File: config.mk
export PLATFORM = sky130hd
export DESIGN_NAME = demux_seq_driver_flat
export DESIGN_NICKNAME = d
export VERILOG_FILES = /design/src/rtl/demux_seq_pkg.sv /design/src/rtl/demux_seq_driver_if.sv /design/src/rtl/seq_bit_timer.sv /design/src/rtl/demux_seq_driver.sv /design/src/flat_wrapper.sv
export SDC_FILE = /design/constraint.sdc
export NUM_CORES = 1
export LEC_CHECK = 0
export ABC_AREA = 1
export CORE_MARGIN = 2
export CORE_UTILIZATION = 35
export CTS_CLUSTER_SIZE = 16
export DETAILED_ROUTE_END_ITERATION = 16
export PLACE_DENSITY_LB_ADDON = 0.05
export SYNTH_ARGS = -nofsm -noshare
export SYNTH_HDL_FRONTEND = slang
export SYNTH_HIERARCHICAL = 1
export SYNTH_SLANG_ARGS = --single-unit
export TNS_END_PERCENT = 50
File: constraint.sdc
create_clock -name clk -period 4.26 [get_ports clk]
set_input_delay 0.639 -clock clk [delete_from_list [all_inputs] [get_ports clk]]
set_output_delay 0.639 -clock clk [all_outputs]
set_load 0.01 [all_outputs]
File: src/rtl/demux_seq_pkg.sv
// Shared definitions for the 1-to-8 demux sequence driver.
//   NCH / SEL_W         : channel count and select width (fixed by the 3-bit demux select)
//   DWELL_MIN/DWELL_MAX : legal range for the per-bit dwell parameter
//   state_e             : driver FSM states
package demux_seq_pkg;

  localparam int unsigned NCH       = 8;
  localparam int unsigned SEL_W     = 3;
  localparam int unsigned DWELL_MIN = 1;
  localparam int unsigned DWELL_MAX = 16;

  typedef enum logic {
    StIdle,
    StShift
  } state_e;

endpackage

File: src/rtl/demux_seq_driver_if.sv
// Handshake and demux-side bus of the sequence driver.
//   din/din_valid/din_ready : parallel word input with valid/ready handshake
//   a/en/s                  : serial data, enable and channel select to the demux
//   busy/done               : word in progress / one-cycle pulse in the final bit cycle
// slave  : the driver's view; master : the word producer / demux observer view.
interface demux_seq_driver_if;

  logic [demux_seq_pkg::NCH-1:0]   din;
  logic                            din_valid;
  logic                            din_ready;
  logic                            a;
  logic                            en;
  logic [demux_seq_pkg::SEL_W-1:0] s;
  logic                            busy;
  logic                            done;

  modport slave (
    input  din, din_valid,
    output din_ready, a, en, s, busy, done
  );

  modport master (
    output din, din_valid,
    input  din_ready, a, en, s, busy, done
  );

endinterface

File: src/rtl/seq_bit_timer.sv
// Dwell timer for one bit slot.
//   clk, rst     : clock and synchronous active-high reset
//   load_i       : start a fresh slot (new word accepted)
//   run_i        : a word is being shifted
//   tick_o       : current cycle is the last cycle of the current slot
//   last_next_o  : the count in the next cycle will be the last-cycle value
module seq_bit_timer #(
  parameter int unsigned DWELL = 1
) (
  input  logic clk,
  input  logic rst,
  input  logic load_i,
  input  logic run_i,
  output logic tick_o,
  output logic last_next_o
);

  localparam int unsigned CntW = ($clog2(DWELL + 1) > 1) ? $clog2(DWELL + 1) : 1;
  localparam logic [CntW-1:0] Reload = CntW'(DWELL - 1);

  logic [CntW-1:0] cnt_q, cnt_d;

  // Down counter: counts DWELL-1 .. 0 within a slot, reloads at slot end.
  always_comb begin
    cnt_d = '0;
    if (load_i) begin
      cnt_d = Reload;
    end else if (run_i) begin
      cnt_d = (cnt_q == '0) ? Reload : cnt_q - CntW'(1);
    end
  end

  always_ff @(posedge clk) begin
    if (rst) begin
      cnt_q <= '0;
    end else begin
      cnt_q <= cnt_d;
    end
  end

  assign tick_o      = run_i && (cnt_q == '0);
  assign last_next_o = (cnt_d == '0);

endmodule

File: src/rtl/demux_seq_driver.sv
// Serializes an 8-bit word LSB-first onto the demux inputs so that channel i receives din[i].
//   clk, rst : clock and synchronous active-high reset
//   bus      : slave modport (din/din_valid/din_ready in; a/en/s/busy/done out)
// Each (s, a) pair is held DWELL cycles; din_ready is also high in the final cycle of a word
// so that back-to-back words stream without an en=0 gap.
module demux_seq_driver
  import demux_seq_pkg::*;
#(
  parameter int unsigned DWELL = 1
) (
  input logic               clk,
  input logic               rst,
  demux_seq_driver_if.slave bus
);

  if (DWELL < DWELL_MIN || DWELL > DWELL_MAX) begin : g_dwell_bad
    $fatal(1, "demux_seq_driver: DWELL must be in 1..16");
  end

  state_e           state_q, state_d;
  logic [NCH-1:0]   shreg_q, shreg_d;
  logic [SEL_W-1:0] s_q, s_d;
  logic             en_q, en_d;
  logic             busy_q, busy_d;
  logic             done_q, done_d;

  logic tick;
  logic last_next;
  logic last_slot;
  logic xfer;

  seq_bit_timer #(
    .DWELL(DWELL)
  ) u_timer (
    .clk        (clk),
    .rst        (rst),
    .load_i     (xfer),
    .run_i      (state_q == StShift),
    .tick_o     (tick),
    .last_next_o(last_next)
  );

  assign last_slot     = (state_q == StShift) && (s_q == SEL_W'(NCH - 1)) && tick;
  assign bus.din_ready = (state_q == StIdle) || last_slot;
  assign xfer          = bus.din_valid && bus.din_ready;

  always_comb begin
    state_d = state_q;
    shreg_d = shreg_q;
    s_d     = s_q;
    en_d    = en_q;
    busy_d  = busy_q;
    if (xfer) begin
      state_d = StShift;
      shreg_d = bus.din;
      s_d     = '0;
      en_d    = 1'b1;
      busy_d  = 1'b1;
    end else if ((state_q == StShift) && tick) begin
      // Shifting in a zero means a returns to 0 automatically after bit 7.
      shreg_d = {1'b0, shreg_q[NCH-1:1]};
      if (s_q == SEL_W'(NCH - 1)) begin
        state_d = StIdle;
        s_d     = '0;
        en_d    = 1'b0;
        busy_d  = 1'b0;
      end else begin
        s_d = s_q + SEL_W'(1);
      end
    end
    // done is registered, so raise it one cycle ahead of the final cycle.
    done_d = (state_d == StShift) && (s_d == SEL_W'(NCH - 1)) && last_next;
  end

  always_ff @(posedge clk) begin
    if (rst) begin
      state_q <= StIdle;
      shreg_q <= '0;
      s_q     <= '0;
      en_q    <= 1'b0;
      busy_q  <= 1'b0;
      done_q  <= 1'b0;
    end else begin
      state_q <= state_d;
      shreg_q <= shreg_d;
      s_q     <= s_d;
      en_q    <= en_d;
      busy_q  <= busy_d;
      done_q  <= done_d;
    end
  end

  assign bus.a    = shreg_q[0];
  assign bus.en   = en_q;
  assign bus.s    = s_q;
  assign bus.busy = busy_q;
  assign bus.done = done_q;

endmodule

File: src/flat_wrapper.sv
// flat-port wrapper written by rule: the top's interface ports become plain ports
module demux_seq_driver_flat import demux_seq_pkg::*;
#(
  parameter int unsigned DWELL = 1
)
  (clk, rst, bus_din, bus_din_valid, bus_din_ready, bus_a, bus_en, bus_s, bus_busy, bus_done);
  demux_seq_driver_if bus_i ();
  input logic clk;
  input logic rst;
  input wire logic [$bits(bus_i.din)-1:0] bus_din;
  input wire logic [$bits(bus_i.din_valid)-1:0] bus_din_valid;
  output wire logic [$bits(bus_i.din_ready)-1:0] bus_din_ready;
  output wire logic [$bits(bus_i.a)-1:0] bus_a;
  output wire logic [$bits(bus_i.en)-1:0] bus_en;
  output wire logic [$bits(bus_i.s)-1:0] bus_s;
  output wire logic [$bits(bus_i.busy)-1:0] bus_busy;
  output wire logic [$bits(bus_i.done)-1:0] bus_done;
  assign bus_i.din = bus_din;
  assign bus_i.din_valid = bus_din_valid;
  assign bus_din_ready = bus_i.din_ready;
  assign bus_a = bus_i.a;
  assign bus_en = bus_i.en;
  assign bus_s = bus_i.s;
  assign bus_busy = bus_i.busy;
  assign bus_done = bus_i.done;
  demux_seq_driver #(.DWELL(DWELL)) u_core (.clk(clk), .rst(rst), .bus(bus_i));
endmodule
**Yosys cells after proc, flatten, opt, wreduce, memory -nomap -nowiden**

Index checks and enable logic that the tools add are counted.

- Register bits: 15
- Input bits: 11
- Logic and storage cells: 38

- $add $sub $neg: 2
- Equal/unequal tests: 2
- Mux-type cells: 14
- Bitwise gates (word level): 3
- Reductions and logical operators: 11

Operators with widths:

| cell | number |
|---|---|
| 2-to-1 mux 8 bit | 2 |
| 2-to-1 mux 1 bit | 9 |
| 2-to-1 mux 3 bit | 3 |
| logical AND 1 bit | 7 |
| == test 3 bit (second input constant) | 2 |
| nonzero test 2 bit | 2 |
| adder 3 x 1 -> 3 bit (second input constant) | 1 |
| inverter 1 bit | 3 |
| AND reduction 2 bit | 1 |
| logical OR 1 bit | 1 |
| subtractor 1 bit (second input constant) | 1 |

**Logic depth before layout (Yosys ltp)**

- Word-level depth: 9
- Mapped depth: 9

**Hierarchy**

Netlist, hierarchy kept.

By module, submodules not included:

| module | times used | cells an instance | area each (µm²) | sequential area each (µm²) |
|---|---|---|---|---|
| demux_seq_driver | 1 | 110 | 827.0 | 280.3 |
| seq_bit_timer | 1 | 3 | 18.8 | 0.0 |

**Worst setup path after synthesis**

Ideal clock, no wire load.

- Path kind: register to output
- From: register u_core.s_q[0] (netlist: u_core/bus.s[0])
- To: output port bus_din_ready
- Data arrival time: 983 ps
- Required time: 3621 ps
- Path slack: 2638 ps
- Cell stages (with the launch flop): 5
- Path buffers: 0
- Cells stage by stage: dfxtp_1 > ha_1 > ha_1 > nand3_1 > nand2_2

- Longest elaborated chain between the ends: 4

Ends and longest elaborated chain:

| what | RTL line | source |
|---|---|---|
| from (decl) | demux_seq_driver.sv:22 | `logic [SEL_W-1:0] s_q, s_d;` |
| from (signal assigned) | demux_seq_driver.sv:79 | `s_q <= '0;` |
| from (signal assigned) | demux_seq_driver.sv:86 | `s_q <= s_d;` |
| == test 3 bit | demux_seq_driver.sv:43 | `assign last_slot = (state_q == StShift) && (s_q == SEL_W'(NCH - 1)) && tick;` |
| logical AND 1 bit (2 in series) | demux_seq_driver.sv:43 |  |
| logical OR 1 bit | demux_seq_driver.sv:44 | `assign bus.din_ready = (state_q == StIdle) \|\| last_slot;` |
| to (decl) | flat_wrapper.sv:12 | `output wire logic [$bits(bus_i.din_ready)-1:0] bus_din_ready;` |

No other way between the ends.

**Worst setup path after layout**

Same ends and word-level chain as after synthesis.

==> impl_metrics.env <==
export IMPL_grt_max_degree=19
export IMPL_num_vias=698
export IMPL_final_cell_mix="33 x nand2_1, 18 x clkdlybuf4s50_1, 14 x inv_1, 14 x dfxtp_1, 10 x nand3_1"
export IMPL_dp_hpwl_um=1180
export IMPL_drc=0
export IMPL_leakage_nw=0.463
export IMPL_row_count=17
export IMPL_ys_ff_latch=14
export IMPL_cts_clk_slew_worst_paths_ns=0.09
export IMPL_drt_wl_total_um=1660
export IMPL_drt_wirelength_per_cell_um=10.7
export IMPL_cp_endpoint="bus_din_ready"
export IMPL_cp_max_fo=9
export IMPL_fillers=263
export IMPL_startpoint_type="flop"
export IMPL_die_width_um=53.2
export IMPL_synthFlopType="dfxtp_1"
export IMPL_post_route_util_pct=45.6
export IMPL_htree_levels=1
export IMPL_regArea_um2=280
export IMPL_cts_buffer_depth=2
export IMPL_synth_compound_area_share_pct=9.62
export IMPL_status="completed"
export IMPL_slew_viol_final=0
export IMPL_relSlewSlack_pct=62.3
export IMPL_instances_no_fill=155
export IMPL_synth_edf_count=0
export IMPL_r2r_start="u_core/state_q"
export IMPL_gp_congestion=0.774
export IMPL_r2r_slack_ns=2.62
export IMPL_grt_overflow=0
export IMPL_initial_core_util_pct=37.5
export IMPL_die_area_um2=2830
export IMPL_cts_root_buf="clkbuf_4"
export IMPL_grt_pass1_vias=646
export IMPL_grt_usage_pct=14.2
export IMPL_holdPathStages=2
export IMPL_grt_pass1_wl_um=2820
export IMPL_tns_ns=0
export IMPL_synth_top_family_by_area="simple AND/OR/NAND/NOR gates"
export IMPL_fin_nets=141
export IMPL_synth_cells=113
export IMPL_dp_cells=151
export IMPL_synthAdderAreaFrac_pct=2.96
export IMPL_worstMarginPinSlew_ns=0.564
export IMPL_synth_simple_gate_area_share_pct=38.6
export IMPL_criticalPathCategory="flop to output port"
export IMPL_cts_hold_buf=0
export IMPL_ys_types=20
export IMPL_fin_skew_ns=0.0117
export IMPL_clock_sinks=14
export IMPL_reg2reg_to="u_core/bus.done"
export IMPL_period_needed_ns=2.55
export IMPL_pin_count=19
export IMPL_synthMuxAreaShare_pct=0
export IMPL_syn_avg_cell_area_um2=7.49
export IMPL_ant_nets=0
export IMPL_async_reset_ff_share_pct=0
export IMPL_layout_commonest_cell="nand2_1"
export IMPL_max_freq_mhz=391
export IMPL_post_route_period_util_pct=60.0
export IMPL_dp_slack_ns=2.03
export IMPL_seq_area_frac_synth_pct=33.1
export IMPL_core_area_um2=2250
export IMPL_synth_area_top_cells="dfxtp_1 33%, nand2_1 15%, nand3_2 8.3%, a21oi_2 7.2%, inv_1 6.2%"
export IMPL_num_antenna_cells=0
export IMPL_drt_iter0_markers=11
export IMPL_p_per_area_nw_per_um2=293
export IMPL_numCtsBuffers=3
export IMPL_drive_above_1_share_pct=19.7
export IMPL_syn2layout_area_growth_pct=21.6
export IMPL_vias_per_cell=4.50
export IMPL_arrival_ns=1.92
export IMPL_end_kind="output port"
export IMPL_portBuffers=18
export IMPL_critical_path_startpoint="u_core/bus.s[0]"
export IMPL_antenna_found_initial=0
export IMPL_clock_latency_ns=0.29
export IMPL_min_path_type="flop to flop"
export IMPL_vdd_drop_max_mv=0.195
export IMPL_firstDrtPassIters=3
export IMPL_synth_cell_area_um2=846
export IMPL_hold_viol=0
export IMPL_yosys_warnings=6
export IMPL_r2r_cells=6
export IMPL_cts_tree="done"
export IMPL_multiInputGateArea_um2=437
export IMPL_synth_top_area_share_pct=33.1
export IMPL_cts_repair_resized=0
export IMPL_cp_required_ns=3.62
export IMPL_synth_area_leader_cell="dfxtp_1"
export IMPL_syn_num_nets=126
export IMPL_max_cap_viol_count=0
export IMPL_synth_xor_area_share_pct=0
export IMPL_setup_viol=0
export IMPL_die_h_um=53.2
export IMPL_rsz0062_at_grt="false"
export IMPL_fin_ws_ns=1.71
export IMPL_post_cts_buffers=0
synth_stat cells, types with 2 or more instances:
cell type / number
nand3_4: 2
nand3_2: 7
inv_2: 2
buf_6: 2
a21oi_2: 7
buf_4: 3
ha_1: 2
nand2_1: 33
dfxtp_1: 14
nand3_1: 10
o211ai_1: 2
nor2_1: 6
nand2_2: 3
inv_1: 14
worst min path at each step:
stage	start	end
after floorplan	u_core/shreg_q[7]	u_core/shreg_q[7]
after global placement	u_core/shreg_q[7]	u_core/shreg_q[7]
after detailed placement	u_core/shreg_q[7]	u_core/shreg_q[7]
after CTS	u_core/shreg_q[7]	u_core/shreg_q[7]
after global routing	u_core/shreg_q[4]	u_core/shreg_q[4]
final	u_core/shreg_q[2]	u_core/shreg_q[2]
state kept, by name (all words and copies together) (netlist names):
register / count
u_core/bus.s: 3
u_core/bus.busy: 1
u_core/shreg_q: 8
u_core/state_q: 1
u_core/bus.done: 1
metal layers:
layer / part of all wire [%] / global-route usage [%] / up-vias
li1: - / - / 378
met2: 47 / 24.0 / 16
met5: 0 / 0 / -
met3: 5.6 / 6.21 / 2
met4: 0.84 / 3.85 / 0
met1: 46 / 16.2 / 302
logic make-up after synthesis:
logic type	after synthesis
buf+inv	24
compound gates	10
other cells	1
fa+ha+maj	2
flops	14
simple gates	62
worst max-delay path, stage by stage (launching register included):
cell and delay (ns):
dfxtp_1 0.39, ha_1 0.17, ha_1 0.18, nand3_1 0.12, nand2_2 0.20, clkdlybuf4s50_1 0.57
area by class of cell:
class,instances,share of cell area (%)
clock buffer,4,3.53
tap,28,3.41
sequential,14,27.3
multi-input combinational,75,42.5
inverter,16,5.84
timing repair buffer,18,17.5
per-stage QoR:
| step | area [um2] | total power [mW] | hold WS (ns) |
|---|---|---|---|
| after floorplan | 846 | 0.193 | 0.451 |
| final | 1030 | 0.302 | 0.484 |
| after global routing | 1030 | 0.321 | 0.501 |
| after global placement | 992 | 0.208 | 0.465 |
| after detailed placement | 992 | 0.208 | 0.471 |
| after CTS | 1030 | 0.309 | 0.486 |
power by group:
group / internal, mW / switching (mW)
Combinational: 0.0271 / 0.0309
Sequential: 0.139 / 0.00761
Clock: 0.0520 / 0.0452
Total: 0.218 / 0.0836
Note: power is estimated with default switching activity, not from simulation.
